[config.mk]
export PLATFORM = sky130hd
export DESIGN_NAME = rot_quad_decoder
export DESIGN_NICKNAME = d
export VERILOG_FILES = /design/src/rtl/rot_pkg.sv /design/src/rtl/rot_debounce.sv /design/src/rtl/rot_quad_decoder.sv
export SDC_FILE = /design/constraint.sdc
export NUM_CORES = 1
export LEC_CHECK = 0
export ABC_CLOCK_PERIOD_IN_PS = 2600
export CORE_AREA = 8 8 52 54
export DETAILED_ROUTE_END_ITERATION = 8
export DIE_AREA = 0 0 60 62
export GPL_TIMING_DRIVEN = 0
export PLACE_DENSITY = 0.69
export SETUP_SLACK_MARGIN = 0.05
export SLEW_MARGIN = 25
export SYNTH_ARGS = -nofsm -noshare
export SYNTH_HDL_FRONTEND = slang
export SYNTH_SLANG_ARGS = --single-unit
export TNS_END_PERCENT = 20
[constraint.sdc]
create_clock -name clk -period 2.6 [get_ports clk]
set_clock_uncertainty 0.05 [all_clocks]
set_input_delay 0.39 -clock clk [delete_from_list [all_inputs] [get_ports clk]]
set_output_delay 0.39 -clock clk [all_outputs]
set_load 0.1 [all_outputs]
[src/rtl/rot_pkg.sv]
// Shared definitions for the rotary quadrature decoder: FSM state
// encoding, the detent rest code and the direction encodings.
package rot_pkg;

    // Decoder FSM states; RESYNC is the all-ones code and the reset state.
    typedef enum logic [2:0] {
        IDLE   = 3'b000,
        CW1    = 3'b001,
        CW2    = 3'b010,
        CW3    = 3'b011,
        CCW1   = 3'b100,
        CCW2   = 3'b101,
        CCW3   = 3'b110,
        RESYNC = 3'b111
    } rot_state_e;

    // Filtered {A,B} value while the encoder rests in a detent.
    localparam logic [1:0] REST_CODE = 2'b00;

    // rotation_dir encodings.
    localparam logic DIR_CW  = 1'b1;
    localparam logic DIR_CCW = 1'b0;

endpackage

[src/rtl/rot_debounce.sv]
// Single-pin front end: two-flop synchroniser followed by a stability
// filter. With ROT_DEBOUNCE_EN defined the filtered value only follows the
// synchronised value after DEBOUNCE_CYCLES consecutive differing samples;
// without it the filtered value is the synchronised value.
module rot_debounce #(
    parameter int DEBOUNCE_CYCLES = 16
) (
    input  logic clk,
    input  logic rst_n,
    input  logic pin_i,
    output logic filt_o
);

    logic sync1_q;
    logic sync2_q;

    // Two-stage synchroniser; idles high like an undriven encoder pin.
    always_ff @(posedge clk or negedge rst_n) begin
        if (!rst_n) begin
            sync1_q <= 1'b1;
            sync2_q <= 1'b1;
        end else begin
            sync1_q <= pin_i;
            sync2_q <= sync1_q;
        end
    end

`ifdef ROT_DEBOUNCE_EN
    localparam int CNT_W = $clog2(DEBOUNCE_CYCLES);
    localparam logic [CNT_W-1:0] CNT_MAX  = CNT_W'(DEBOUNCE_CYCLES - 1);
    localparam logic [CNT_W-1:0] CNT_ZERO = {CNT_W{1'b0}};
    localparam logic [CNT_W-1:0] CNT_ONE  = CNT_W'(1'b1);

    logic [CNT_W-1:0] cnt_q;
    logic [CNT_W-1:0] cnt_d;
    logic             filt_q;
    logic             filt_d;

    // Count consecutive disagreeing samples; accept the new level at the limit.
    always_comb begin
        cnt_d  = cnt_q;
        filt_d = filt_q;
        if (sync2_q == filt_q) begin
            cnt_d = CNT_ZERO;
        end else if (cnt_q == CNT_MAX) begin
            filt_d = sync2_q;
            cnt_d  = CNT_ZERO;
        end else begin
            cnt_d = cnt_q + CNT_ONE;
        end
    end

    // Filter state register.
    always_ff @(posedge clk or negedge rst_n) begin
        if (!rst_n) begin
            cnt_q  <= CNT_ZERO;
            filt_q <= 1'b1;
        end else begin
            cnt_q  <= cnt_d;
            filt_q <= filt_d;
        end
    end

    assign filt_o = filt_q;
`else
    // Debounce length has no effect when the filter is not built.
    logic [31:0] unused_dc_s;
    assign unused_dc_s = 32'(DEBOUNCE_CYCLES);

    assign filt_o = sync2_q;
`endif

endmodule

[src/rtl/rot_quad_decoder.sv]
// Rotary quadrature decoder: synchronises/debounces ROT_A and ROT_B and
// decodes full Gray-code detent cycles into single-cycle rotation events,
// a held direction flag and a wrapping position count. Two-bit filtered
// jumps raise seq_error and park the FSM in RESYNC until the rest code.
// Optional feature macro: ROT_DEBOUNCE_EN (enables the debounce counters).
module rot_quad_decoder #(
    parameter int DEBOUNCE_CYCLES = 16,
    parameter int POS_WIDTH       = 4
) (
    input  logic                 clk,
    input  logic                 rst_n,
    input  logic                 ROT_A,
    input  logic                 ROT_B,
    output logic                 rotation_event,
    output logic                 rotation_dir,
    output logic [POS_WIDTH-1:0] position,
    output logic                 seq_error
);

    import rot_pkg::*;

    localparam logic [POS_WIDTH-1:0] POS_STEP = POS_WIDTH'(1'b1);
    localparam logic [POS_WIDTH-1:0] POS_ZERO = {POS_WIDTH{1'b0}};

    logic                 a_filt_s;
    logic                 b_filt_s;
    logic [1:0]           ab_s;
    rot_state_e           state_q;
    rot_state_e           state_d;
    logic                 event_q;
    logic                 event_d;
    logic                 dir_q;
    logic                 dir_d;
    logic [POS_WIDTH-1:0] pos_q;
    logic [POS_WIDTH-1:0] pos_d;
    logic                 err_q;
    logic                 err_d;

    rot_debounce #(.DEBOUNCE_CYCLES(DEBOUNCE_CYCLES)) u_deb_a (
        .clk    (clk),
        .rst_n  (rst_n),
        .pin_i  (ROT_A),
        .filt_o (a_filt_s)
    );

    rot_debounce #(.DEBOUNCE_CYCLES(DEBOUNCE_CYCLES)) u_deb_b (
        .clk    (clk),
        .rst_n  (rst_n),
        .pin_i  (ROT_B),
        .filt_o (b_filt_s)
    );

    assign ab_s = {a_filt_s, b_filt_s};

    // Next-state decode; events and errors are produced on the transition itself.
    always_comb begin
        state_d = state_q;
        event_d = 1'b0;
        err_d   = 1'b0;
        dir_d   = dir_q;
        pos_d   = pos_q;
        case (state_q)
            IDLE: begin
                case (ab_s)
                    2'b10:   state_d = CW1;
                    2'b01:   state_d = CCW1;
                    2'b11:   begin state_d = RESYNC; err_d = 1'b1; end
                    default: state_d = IDLE;
                endcase
            end
            CW1: begin
                case (ab_s)
                    2'b11:     state_d = CW2;
                    REST_CODE: state_d = IDLE;
                    2'b01:     begin state_d = RESYNC; err_d = 1'b1; end
                    default:   state_d = CW1;
                endcase
            end
            CW2: begin
                case (ab_s)
                    2'b01:     state_d = CW3;
                    2'b10:     state_d = CW1;
                    REST_CODE: begin state_d = RESYNC; err_d = 1'b1; end
                    default:   state_d = CW2;
                endcase
            end
            CW3: begin
                case (ab_s)
                    REST_CODE: begin
                        state_d = IDLE;
                        event_d = 1'b1;
                        dir_d   = DIR_CW;
                        pos_d   = pos_q + POS_STEP;
                    end
                    2'b11:   state_d = CW2;
                    2'b10:   begin state_d = RESYNC; err_d = 1'b1; end
                    default: state_d = CW3;
                endcase
            end
            CCW1: begin
                case (ab_s)
                    2'b11:     state_d = CCW2;
                    REST_CODE: state_d = IDLE;
                    2'b10:     begin state_d = RESYNC; err_d = 1'b1; end
                    default:   state_d = CCW1;
                endcase
            end
            CCW2: begin
                case (ab_s)
                    2'b10:     state_d = CCW3;
                    2'b01:     state_d = CCW1;
                    REST_CODE: begin state_d = RESYNC; err_d = 1'b1; end
                    default:   state_d = CCW2;
                endcase
            end
            CCW3: begin
                case (ab_s)
                    REST_CODE: begin
                        state_d = IDLE;
                        event_d = 1'b1;
                        dir_d   = DIR_CCW;
                        pos_d   = pos_q - POS_STEP;
                    end
                    2'b11:   state_d = CCW2;
                    2'b01:   begin state_d = RESYNC; err_d = 1'b1; end
                    default: state_d = CCW3;
                endcase
            end
            RESYNC: begin
                if (ab_s == REST_CODE) begin
                    state_d = IDLE;
                end else begin
                    state_d = RESYNC;
                end
            end
            default: state_d = RESYNC;
        endcase
    end

    // State and output registers; reset parks in RESYNC so power-up mid-detent is silent.
    always_ff @(posedge clk or negedge rst_n) begin
        if (!rst_n) begin
            state_q <= RESYNC;
            event_q <= 1'b0;
            dir_q   <= 1'b0;
            pos_q   <= POS_ZERO;
            err_q   <= 1'b0;
        end else begin
            state_q <= state_d;
            event_q <= event_d;
            dir_q   <= dir_d;
            pos_q   <= pos_d;
            err_q   <= err_d;
        end
    end

    assign rotation_event = event_q;
    assign rotation_dir   = dir_q;
    assign position       = pos_q;
    assign seq_error      = err_q;

endmodule

==> results of run 1 <==
## layout make-up
| type | instances | area, um2 |
|---|---|---|
| Buffer | 4 | 26.28 |
| Clock buffer | 4 | 26.28 |
| Fill cell | 168 | 859.6 |
| Inverter | 7 | 28.78 |
| Multi-Input combinational cell | 59 | 467.9 |
| Sequential cell | 14 | 359.1 |
| Tap cell | 27 | 33.78 |
| Timing Repair Buffer | 10 | 100.1 |
## Yosys cell counts (all sizes together) (2+ instances only)
cell type,number,share of area
ha,9,0.13
a31oi,2,0.014
mux2,2,0.026
a21oi,2,0.024
xnor2,3,0.030
dfrtp,7,0.20
nand3b,2,0.017
nand2,4,0.017
inv,7,0.033
buf,4,0.030
dfstp,7,0.21
o21ai,9,0.051
mux2i,2,0.023
nor2,5,0.021
## metal layers
metal	up-vias	routed length, um	share of wire
met4	0	42	0.025
met3	5	70	0.042
met1	304	735	0.45
met2	15	800	0.49
li1	330	-	-
met5	-	0	0
## report_power, final
group	leakage [nW]	total, mW	switching [mW]	internal, mW
Clock	0.0150	0.131	0.0715	0.0597
Combinational	0.266	0.817	0.554	0.262
Sequential	0.160	0.369	0.0627	0.306
## sequential cells by signal, indices dropped and copies added, names as in the netlist
| register | count |
|---|---|
| position | 4 |
| state_q | 3 |
| rotation_dir | 1 |
| rotation_event | 1 |
| seq_error | 1 |
| u_deb_a.filt_o | 1 |
| u_deb_a.sync1_q | 1 |
| u_deb_b.filt_o | 1 |
| u_deb_b.sync1_q | 1 |
## worst paths after layout
check	endpoint	cells after the start	slack, ns	from
worst max register to register	state_q[2]$_DFF_PN1_	5	0.62	u_deb_a.filt_o$_DFF_PN1_
min in group asynchronous	rotation_dir$_DFFE_PN0P_	1	0.42	rst_n
worst max-delay path	position[1]	1	0.22	position[1]$_DFFE_PN0P_
worst min register to register	u_deb_b.filt_o$_DFF_PN1_	0	0.31	u_deb_b.sync1_q$_DFF_PN1_
worst min-delay path	u_deb_b.filt_o$_DFF_PN1_	0	0.31	u_deb_b.sync1_q$_DFF_PN1_
max in group asynchronous	u_deb_a.filt_o$_DFF_PN1_	1	1.68	rst_n
## through the flow
step | total power, mW | utilization | hold WS (ns) | instances
final | 1.316 | 0.5480 | 0.3088 | 125
after global routing | 1.397 | 0.5480 | 0.3126 | 125
after CTS | 1.328 | 0.5480 | 0.3115 | 125
after detailed placement | 1.186 | 0.5342 | 0.2998 | 121
after global placement | 1.175 | 0.5342 | 0.2982 | 121
after floorplan | 1.014 | - | 0.04441 | 84
## kinds of logic (layout without fill, tap and decap cells)
group,count (synthesis),in the layout,share of synthesized area
compound gates,23,23,0.1816
xor+xnor,4,4,0.03972
fa+ha+maj,9,9,0.1277
buf+inv,11,25,0.06241
flops,14,14,0.4071
mux,5,5,0.07376
simple gates,18,18,0.1078
==> run metrics, run 1 <==
result of the run=finished, final reports clean; final slew viol count=0; total number of nets in the final design=112; instance area after placement=1016 um2; gp weighted congestion=0.8017; crit path launch type=flop; Initial Utilization=0.4638; fraction of synthesis flops using an asynchronous set or reset pin=1.000; number of buffers inserted to repair setup after CTS=0; Final Routed Wirelength=1648 um; number of enable flip-flop cells after synthesis=0; CP Buf/Inv Count=1; Fin. Hold Viols=0; number of max-cap violations=0; cell area after synthesis=882.1 um2; placement row count=16; wire length of the first global-routing pass=2773 um; share of the yosys chip area belonging to registers=0.4071; number of input and output port buffers inserted=10; Worst IR Drop VDD=0.7818 mV; met1 routing resource usage after global routing=0.1135; clock-pin slew reported for the worst setup and hold paths after clock tree synthesis=0.09 ns; share of post-route cells with drive strength above 1=0.1837; post-synth cell types=38; highest achievable clock rate=419.8 MHz; number of inserted diodes=0; area added between synthesis and finish=18.16%; Root Buffer=clkbuf_4; Max transition margin=0.3337; cell area after layout=1042 um2; total of cells resized after clock tree synthesis=0; Clock Latency Late Sink=0.28 ns; final setup violation count=0; most common cell after layout, fill and taps aside=clkdlybuf4s50_1; average routed wire per standard cell=13.18 um; element type at the critical path end=output pin; Most Crowded Layer GR=met2; H-tree levels=1; via count of the first global-routing pass=621; sum of overflow across all layers after global routing=0; largest net degree at the start of global routing=15; number of clock sinks=14; maximum buffer depth of the clock tree=2; die extent in y=62 um; power density relative to cell area=1263 nW/um2; total track usage=0.1012; DPL Wire Length=1223 um; met3 track demand over resource in global routing=0.03086; CTS Hold Buffers Added=0; core box area=1902 um2; die area=3720 um2; remaining antenna violation count=0; Slowest cell on crit path=clkdlybuf4s50_1; number of design rule violations left after detail routing=0; Syn Area/Cell=10.50 um2; RSZ-0062 raised after global routing=false; Setup WS pre-CTS=0.5771 ns; TritonCTS clock tree=built; CP top delay family=buffers and inverters; path category of the worst min-delay check=flop to flop; die width=60 um; post-route fraction of the period consumed by the critical path=0.9161; biggest fanout along the worst timing path=6; CP required=2.16 ns; Period minus WS final=2.382 ns; most frequent cells in the layout=10 x clkdlybuf4s50_1, 9 x ha_1, 7 x o21ai_0, 7 x dfrtp_1, 7 x dfstp_2; transition time of the tightest slew-check pin=0.9963 ns; Total Negative Setup Slacks=0 ns; critical path arrival=1.94 ns; Warnings, synthesis=0; cells traversed along the worst timing path=clkdlybuf4s50_1; number of buffers created by CTS=3; Most used DFF post-synth=dfstp_2; vias=654; met2 capacity usage during global routing=0.1631; I/O pin total=11; Net Count, Synth=97; Pleak=0.4411 nW; DRT iter0 DRCs=7; largest stage delay on the critical path=1.19 ns; drt pass-1 iters=4; Final Worst Setup Slack=0.2181 ns; Setup Crit Path Kind=flop to output pin; gate count after technology mapping=84; flops & latches, synth=14; detailed-route vias per instance=5.232; antenna violations before repair=0
(Power assumes the default switching activity.)
==> run 2, diff against run 1 <==
Settings changed: CORE_AREA 8 8 52 54 to 2 2 46 48, DIE_AREA 0 0 60 62 to 0 0 48 50, SLEW_MARGIN 25 to unset.
==> run metrics, run 2 (synthesized netlist as in run 1, its figures left out) <==
result of the run=finished, final reports clean (unchanged); maximum buffer depth of the clock tree=2 (unchanged); most common cell after layout, fill and taps aside=clkdlybuf4s50_1 (unchanged); drt pass-1 iters=4 (unchanged); total of cells resized after clock tree synthesis=0 (unchanged); core box area=1902 um2 (unchanged); final setup violation count=0 (unchanged); DPL Wire Length=1183 um (was 1223 um); gp weighted congestion=0.8148 (was 0.8017); source of the critical timing path=position[1]$_DFFE_PN0P_ (unchanged); Clock Latency Late Sink=0.28 ns (about the same); CP required=2.16 ns (about the same); Period minus WS final=2.333 ns (was 2.382 ns); number of buffers inserted to repair setup after CTS=0 (unchanged); Pleak=0.4471 nW (was 0.4411 nW); path category of the worst min-delay check=flop to flop (unchanged); via count of the first global-routing pass=662 (was 621); worst reg2reg startpoint=u_deb_a.filt_o$_DFF_PN1_ (unchanged); remaining antenna violation count=0 (unchanged); number of clock sinks=14 (unchanged); CP Buf/Inv Count=1 (unchanged); biggest fanout along the worst timing path=6 (unchanged); DRT iter0 DRCs=22 (was 7); cells traversed along the worst timing path=clkdlybuf4s50_1 (unchanged); number of max-cap violations=0 (unchanged); H-tree levels=1 (unchanged); total track usage=0.1605 (was 0.1012); Post-Place Cells=121 (unchanged); CTS Hold Buffers Added=0 (unchanged); beginning of the worst hold path=u_deb_a.sync1_q$_DFF_PN1_ (was u_deb_b.sync1_q$_DFF_PN1_); Total Negative Setup Slacks=0 ns (unchanged); Sequential cell area=359.1 um2 (unchanged); die extent in y=50 um (was 62 um); post-layout utilization of the core=0.5533 (was 0.5480); Largest register FFs=4 (unchanged); detailed-route vias per instance=5.344 (was 5.232); post-route fraction of the period consumed by the critical path=0.8973 (was 0.9161); final slew viol count=0 (unchanged); hold slack final=0.3107 ns (was 0.3088 ns); total number of nets in the final design=112 (unchanged); RSZ-0062 raised after global routing=false (unchanged); largest stage delay on the critical path=1.16 ns (was 1.19 ns); Max transition margin=0.3494 (was 0.3337); clock-pin slew reported for the worst setup and hold paths after clock tree synthesis=0.09 ns (about the same); Slowest cell on crit path=clkdlybuf4s50_1 (unchanged); area taken by multi-input logic gates=467.9 um2 (unchanged); highest achievable clock rate=428.6 MHz (was 419.8 MHz); placement row count=16 (unchanged); Fin. Hold Viols=0 (unchanged); TritonCTS clock tree=built (unchanged); power density relative to cell area=1281 nW/um2 (was 1263 nW/um2); number of input and output port buffers inserted=10 (unchanged); CP top delay family=buffers and inverters (unchanged); die area=2400 um2 (was 3720 um2); average routed wire per standard cell=12.90 um (was 13.18 um); vias=668 (was 654); number of design rule violations left after detail routing=0 (unchanged); Setup Crit Path Kind=flop to output pin (unchanged); worst setup slack for register-to-register paths=0.61 ns (was 0.62 ns); die width=48 um (was 60 um); sum of overflow across all layers after global routing=0 (unchanged); I/O pin total=11 (unchanged); Initial Utilization=0.4638 (unchanged); element type at the critical path end=output pin (unchanged); Fillers=174 (was 168); Final Routed Wirelength=1612 um (was 1648 um); transition time of the tightest slew-check pin=0.9729 ns (was 0.9963 ns); wire length of the first global-routing pass=2835 um (was 2773 um); Worst IR Drop VDD=0.9150 mV (was 0.7818 mV); number of inserted diodes=0 (unchanged); most frequent cells in the layout=10 x clkdlybuf4s50_1, 9 x ha_1, 7 x o21ai_0, 7 x dfrtp_1, 7 x dfstp_2 (unchanged); antenna violations before repair=0 (unchanged); critical path arrival=1.89 ns (was 1.94 ns); number of standard cells in the layout, taps in and fillers out=125 (unchanged); share of post-route cells with drive strength above 1=0.1939 (was 0.1837); Root Buffer=clkbuf_4 (unchanged); crit path launch type=flop (unchanged); area added between synthesis and finish=19.29% (was 18.16%); number of buffers created by CTS=3 (unchanged); largest net degree at the start of global routing=15 (unchanged)
[run 2: cell counts in the layout (fill, tap and decap cells not counted)]
No cell type changed its count.
[run 2: worst paths after layout]
check                                           end  cells after the start
min                        u_deb_a.filt_o$_DFF_PN1_                      0
min in group asynchronous  rotation_dir$_DFFE_PN0P_                      1
max in group asynchronous   position[0]$_DFFE_PN0P_                      1
max                                     position[1]                      1
min reg2reg                u_deb_a.filt_o$_DFF_PN1_                      0
max reg2reg                    state_q[2]$_DFF_PN1_                      5
[run 2: layout make-up]
type / instances / share of cell area
Inverter: 7 / 0.02735
Buffer: 4 / 0.02497
Timing Repair Buffer: 10 / 0.09512
Sequential cell: 14 / 0.3413
Clock buffer: 4 / 0.03448
Tap cell: 27 / 0.03210
Multi-Input combinational cell: 59 / 0.4447
[run 2: power by group]
group | total [mW] | switching (mW) | internal, mW
Clock | 0.160 | 0.0751 | 0.0852
Sequential | 0.368 | 0.0622 | 0.306
Combinational | 0.820 | 0.557 | 0.263
[run 2: layer usage]
layer  up-vias  share of wire  global-route usage
met5         -              0                   0
met4         0          0.012             0.06757
li1        330              -                   -
met2        22           0.45              0.2267
met1       312           0.49              0.2336
met3         4          0.049             0.02930
[run 2: metrics by stage]
| stage | setup slack, ns | instance area, um2 | total power, mW |
|---|---|---|---|
| floorplan | 0.6720 | 882.1 | 1.014 |
| global placement | 0.5959 | 1016 | 1.171 |
| detailed placement | 0.5755 | 1016 | 1.189 |
| CTS | 0.2586 | 1052 | 1.352 |
| global route | 0.2173 | 1052 | 1.431 |
| finish | 0.2671 | 1052 | 1.348 |
